<file path="config.mk">
export PLATFORM = sky130hd
export DESIGN_NAME = secuenciador_contador
export DESIGN_NICKNAME = d
export VERILOG_FILES = /design/src/rtl/secuenciador_contador.sv
export SDC_FILE = /design/constraint.sdc
export NUM_CORES = 1
export LEC_CHECK = 0
export ABC_AREA = 1
export CAP_MARGIN = 20
export CORE_AREA = 2 2 73 92
export DETAILED_ROUTE_END_ITERATION = 8
export DIE_AREA = 0 0 75 94
export GPL_TIMING_DRIVEN = 0
export PLACE_DENSITY = 0.87
export SLEW_MARGIN = 20
export SYNTH_ARGS = -nofsm -noshare
export SYNTH_HDL_FRONTEND = slang
export SYNTH_SLANG_ARGS = --single-unit
export TNS_END_PERCENT = 50
</file>
<file path="constraint.sdc">
create_clock -name CLK -period 7.1 [get_ports CLK]
set_input_delay 1.775 -clock CLK [delete_from_list [all_inputs] [get_ports CLK]]
set_output_delay 1.775 -clock CLK [all_outputs]
set_load 0.03 [all_outputs]
</file>
<file path="src/rtl/secuenciador_contador.sv">
// Command sequencer feeding the 4-bit mode counter (MODO, D, ENB).
// Queues {mode, load value, repeat count} commands and replays each one.
//
// Ports:
//   CLK, RESET            clock, async active-high reset
//   CMD_VALID/CMD_READY   command push handshake
//   CMD_MODO, CMD_D       mode and load value of the pushed command
//   CMD_N                 enabled counter cycles to issue for it
//   HOLD                  pause issuing while high
//   MODO, D, ENB          registered counter controls
//   BUSY                  high while a command is executing
//   DONE                  pulse on the last issued cycle of a command
//   FIFO_LVL              queued commands, not counting the running one
module secuenciador_contador #(
   parameter int DEPTH = 4,
   parameter int CNT_W = 8
) (
   input  logic                     CLK,
   input  logic                     RESET,
   input  logic                     CMD_VALID,
   output logic                     CMD_READY,
   input  logic [1:0]               CMD_MODO,
   input  logic [3:0]               CMD_D,
   input  logic [CNT_W-1:0]         CMD_N,
   input  logic                     HOLD,
   output logic [1:0]               MODO,
   output logic [3:0]               D,
   output logic                     ENB,
   output logic                     BUSY,
   output logic                     DONE,
   output logic [$clog2(DEPTH):0]   FIFO_LVL
);

   localparam int AW = $clog2(DEPTH);
   localparam int LW = AW + 1;
   localparam logic [LW-1:0] LVL_FULL = LW'(DEPTH);
   localparam logic [CNT_W-1:0] ONE = CNT_W'(1);

   typedef enum logic {
      IDLE,
      RUN
   } state_t;

   typedef struct packed {
      logic [1:0]       modo;
      logic [3:0]       d;
      logic [CNT_W-1:0] n;
   } cmd_t;

   cmd_t             mem [DEPTH];
   cmd_t             head;
   cmd_t             cmd_in;
   logic [AW-1:0]    wr_ptr;
   logic [AW-1:0]    rd_ptr;
   logic [LW-1:0]    lvl;
   logic [CNT_W-1:0] rem;
   state_t           state;
   logic             push;
   logic             pop;
   logic             fifo_ne;
   logic             slot_free;

   assign cmd_in    = '{modo: CMD_MODO, d: CMD_D, n: CMD_N};
   assign head      = mem[rd_ptr];
   assign fifo_ne   = (lvl != '0);
   assign CMD_READY = !RESET && (lvl != LVL_FULL);
   assign push      = CMD_VALID && CMD_READY;

   // The issue slot is free when idle or once the running command has
   // issued its last cycle; popping then gives back-to-back commands.
   assign slot_free = !HOLD && ((state == IDLE) || (rem == '0));
   assign pop       = fifo_ne && slot_free;

   assign BUSY      = (state == RUN);
   assign FIFO_LVL  = lvl;

   always_ff @(posedge CLK) begin
      if (push) begin
         mem[wr_ptr] <= cmd_in;
      end
   end

   always_ff @(posedge CLK or posedge RESET) begin
      if (RESET) begin
         wr_ptr <= '0;
         rd_ptr <= '0;
         lvl    <= '0;
      end else begin
         if (push) begin
            wr_ptr <= wr_ptr + AW'(1);
         end
         if (pop) begin
            rd_ptr <= rd_ptr + AW'(1);
         end
         unique case ({push, pop})
            2'b10:   lvl <= lvl + LW'(1);
            2'b01:   lvl <= lvl - LW'(1);
            default: lvl <= lvl;
         endcase
      end
   end

   always_ff @(posedge CLK or posedge RESET) begin
      if (RESET) begin
         state <= IDLE;
         rem   <= '0;
         MODO  <= 2'b00;
         D     <= 4'b0000;
         ENB   <= 1'b0;
         DONE  <= 1'b0;
      end else begin
         DONE <= 1'b0;
         if (pop) begin
            MODO <= head.modo;
            D    <= head.d;
            if (head.n != '0) begin
               ENB   <= 1'b1;
               rem   <= head.n - ONE;
               DONE  <= (head.n == ONE);
               state <= RUN;
            end else begin
               // Zero-count command: consumed with a lone DONE pulse.
               ENB   <= 1'b0;
               DONE  <= 1'b1;
               state <= IDLE;
            end
         end else begin
            unique case (state)
               IDLE: begin
                  ENB <= 1'b0;
               end
               RUN: begin
                  if (HOLD) begin
                     ENB <= 1'b0;
                  end else if (rem != '0) begin
                     ENB  <= 1'b1;
                     rem  <= rem - ONE;
                     DONE <= (rem == ONE);
                  end else begin
                     ENB   <= 1'b0;
                     state <= IDLE;
                  end
               end
            endcase
         end
      end
   end

endmodule
</file>
; Yosys cells after proc, flatten, opt, wreduce, memory -nomap -nowiden
; Memory sizes are Yosys's and may differ from the RTL's.
; Index checks and enable logic that the tools add are counted.
[word_totals]
regBits = 24
ramBits = 56
input_bits = 18
output_inout_bits = 13
word_cells = 60
mem_count = 1
[classes]
n_addsub = 6
eq_ne = 7
muxes = 21
bitwise = 1
reduce_logical = 15
[mem_list]
columns = memory, words, width, rd, rd_ports_with_merged_regs, wr, line_no
row1 = mem, 4, 14, 1, 0, 1, 50  ; cmd_t mem [DEPTH];
[ops]
columns = op, count
row1 = $mux 8, 5
row2 = $eq 8x1->1 const B, 2
row3 = $reduce_bool 8->1, 2
row4 = $sub 8x1->8 const B, 2
row5 = $mux 1, 14
row6 = $logic_not 8->1, 1
row7 = $pmux 3 s2, 1
row8 = $reduce_bool 2->1, 3
row9 = $add 2x1->2 const B, 2
row10 = $logic_and 1x1->1, 4
row11 = $ne 2x1->1 const B, 2
row12 = $reduce_and 4->1, 1
row13 = $add 3x1->3 const B, 1
row14 = $ne 3x3->1 const B, 1
row15 = $reduce_bool 3->1, 1
row16 = $sub 3x1->3 const B, 1
row17 = $eq 2x1->1 const B, 1
row18 = $eq 2x2->1 const B, 1
row19 = $logic_not 1->1, 2
row20 = $pmux 1 s2, 1
row21 = $logic_or 1x1->1, 1
row22 = $not 1->1, 1

; Depth between registers and ports, before layout
[logic_depth]
word_depth = 6
mapped_depth = 15
mapped_depth_nobuf = 14

; Worst setup path after synthesis
; Ideal clock, no wire load.
[synth_path]
path_type = in2out
startpoint = input RESET
endpoint = output CMD_READY
arrival_time_ns = 2.326
required_ns = 5.325
path_slack_ns = 2.999
path_stages = 1
path_buffers = 0
cell_sequence = a31oi_1
[synth_between]
elab_chain_cells = 2
[synth_lines]
columns = element, line_no
row1 = "start, declared", 19  ; input logic RESET,
row2 = $logic_not 1->1 (no source line), -
row3 = $logic_and 1x1->1, 66  ; assign CMD_READY = !RESET && (lvl != LVL_FULL);
row4 = "end, declared", 21  ; output logic CMD_READY,
; No other way between the ends.

; Worst setup path in the final report
; Ends and elaborated chain as after synthesis.

==> results.py <==
metrics = {
    "sta": {
        "finalHoldViolCount": 0,
        "max_clock_freq_mhz": 206,
        "clock_skew_ps": 10.2,
        "rsz0062_at_grt": "false",
        "fin_crit_ps": 4860,
        "tightest_slew_ps": 934,
        "slew_headroom_pct": 37.6,
        "finalSetupViolCount": 0,
        "fin_setup_tns_ps": 0,
        "finalCritPeriodShare_pct": 68.4,
        "drv_slew": 0,
    },
    "worst_setup_path": {
        "cp.required_ps": 5330,
        "r2r_end": "FIFO_LVL[2]",
        "cp-end-kind": "output port",
        "crit_fanout": 2,
        "worstSetupPathType": "input pin to output port",
        "rrSetupSlack_ps": 4370,
        "reg2reg_depth": 15,
        "start_kind": "input pin",
        "r2r-start": "rem[0]",
        "arrival_ps": 3080,
    },
    "floorplanning": {
        "initial_utilization_pct": 60.5,
        "pin_count": 31,
        "die_area_mm2": 0.00705,
        "core_area_mm2": 0.00613,
        "fp.dieH_um": 94,
        "num_rows": 32,
        "die_width_um": 75,
    },
    "cells_and_area": {
        "syn_to_final_growth_pct": 16.7,
        "diodes": 0,
        "finalNetCount": 417,
        "final_layout_size_suffix_gt1_share_pct": 13.7,
        "design_area_mm2": 0.00433,
    },
    "synthesis": {
        "synth-edff-count": 56,
        "syn_avg_cell_area_um2": 10.7,
        "synth_top_cell_area_share_pct": 45.4,
        "synth_area_leaders": "edfxtp_1 (45%), dfrtp_1 (16%), nand2_1 (9.2%), nand3_1 (4.7%), ha_1 (3.4%)",
        "synth_nets": 376,
        "synth-async-reset-ratio_pct": 30.0,
        "synth.top_cells.by_count": "nand2_1 (91), edfxtp_1 (56), nand3_1 (35)",
        "synth_area_mm2": 0.00371,
        "seq_area_frac_synth_pct": 61.6,
        "syn_inst": 347,
        "yosys_most_used_dff": "edfxtp_1",
        "synth_largest_area_cell": "edfxtp_1",
        "synth_cell_type_count": 36,
        "synth-seq-cells": 80,
        "synth_warnings": 0,
        "synth_most_common_cell": "nand2_1",
    },
    "drt": {
        "drc": 0,
        "first_iter_violations": 168,
        "ant_nets": 0,
        "via_per_inst": 5.36,
        "num_vias": 2560,
        "post_drt_wl_per_cell_um": 15.1,
        "dr.pass1.iters": 5,
        "wirelength_mm": 7.23,
    },
    "job": {
        "max_cap_viol_count": 0,
    },
    "power": {
        "p_per_area_mw_per_mm2": 422,
        "ir_worst_vdd_mv": 0.277,
        "p_leak_uw": 0.00177,
    },
    "global_routing": {
        "grt_usage_pct": 23.3,
        "antenna_found_initial": 0,
        "grt_overflow": 0,
        "grt_pass1_vias": 2602,
        "grt_pass1_wl_mm": 11.8,
        "grt_max_degree": 25,
    },
    "clock_tree": {
        "cts_tree": "built",
        "cts_resized": 0,
        "insertion_delay_ps": 360,
        "htree_num_levels": 3,
        "postCtsSetupBuffers": 0,
        "numCtsBuffers": 9,
        "root_buffer": "clkbuf_8",
        "cts.sinks": 80,
        "cts_max_path_buffers": 2,
        "clk_pin_slew_ps": 80,
        "ctsHoldBuffers": 0,
    },
    "worst_hold_path": {
        "hold_path_depth": 2,
        "min_from": "MODO[0]",
        "worstHoldEndpoint": "MODO[0]",
        "hp-class": "flip-flop to flip-flop",
    },
    "placement": {
        "port_buffers": 30,
        "dpl-instance-area_mm2": 0.00412,
        "place.gp.congestion": 0.849,
        "dp_hpwl_mm": 4.79,
    },
    "outcome": {
        "outcome": "completed",
    },
}
-- worst max-delay path, stage by stage --
cell and delay [ps]:
clkdlybuf4s50_1 410, a31oi_1 190, clkdlybuf4s50_1 700
-- cells in the final DEF (no fill, tap or decap), drive strengths merged --
cell,Yosys,routed
nor2,27,27
clkdlybuf4s50,0,30
nand2,102,102
nand3,38,38
bufinv,0,1
dfrtp,24,24
nor3,1,1
xnor2,3,3
clkinvlp,0,1
inv,26,28
o21ai,22,22
a31oi,1,1
edfxtp,56,56
o31ai,1,1
a21oi,2,2
o22ai,6,6
buf,11,11
o211ai,1,1
fa,1,1
nand4,1,1
o21bai,1,1
ha,10,10
o32ai,1,1
nand3b,1,1
clkinv,2,5
xor2,8,8
clkbuf,1,10
-- cell type report --
cell class | instances | area [um^2]
fill | 421 | 1800
multi-input combinational | 227 | 1220
tap | 85 | 106
clock buffer | 9 | 124
buffer | 12 | 97.6
sequential | 80 | 2280
timing repair buffer | 30 | 300
inverter | 28 | 111
clock inverter | 7 | 80.1
-- flip-flops by register name, summed over array words and instances, names as in the netlist, 2 cells and up --
name / flops
mem: 56
rem: 8
D: 4
FIFO_LVL: 3
MODO: 2
rd_ptr: 2
wr_ptr: 2
-- per-layer routing --
metal  vias up  routed length (um)  global-route usage, %  part of all wire [%]
met5         -                   0                      0                     0
met4         0                 139                   11.2                   1.9
met3        14                 357                   5.79                   4.9
met2        81                3930                   37.8                    54
met1      1217                2800                   28.7                    39
li1       1248                   -                      -                     -
-- how the worst max path moves through the flow --
stage | from | to | slack (ps) | cells past startpoint
2_1_floorplan | RESET | CMD_READY | 3000 | 1
3_3_place_gp | RESET | CMD_READY | 2240 | 3
3_5_place_dp | RESET | CMD_READY | 2240 | 3
4_1_cts | RESET | CMD_READY | 2240 | 3
5_1_grt | RESET | CMD_READY | 2170 | 3
6_report | RESET | CMD_READY | 2240 | 3
-- where the power goes --
| part | internal (uW) | leakage, uW | switching (uW) |
|---|---|---|---|
| Sequential | 600 | 0.000801 | 60.0 |
| Clock | 166 | 0.000102 | 174 |
| Combinational | 304 | 0.000868 | 520 |
| Total | 1070 | 0.00177 | 754 |
-- cells by family after synthesis --
logic type,share of synthesized area [%]
AO/OA/AOI/OAI,5.47
AND/OR/NAND/NOR,20.8
buffers and inverters,5.64
adder cells (fa/ha/maj),3.92
XOR/XNOR,2.60
flip-flops,61.6
-- metrics by stage --
step                total power (uW)  utilization (%)  hold slack (ps)  setup slack (ps)  std cells
CTS                             1830             70.6              488              2240        478
detailed placement              1490             67.3              465              2240        462
global route                    1950             70.6              520              2170        478
floorplan                       1260                -              498              3000        347
finish                          1820             70.6              486              2240        478
global placement                1450             67.1              463              2240        462
Power figures use the tool's default switching activity.
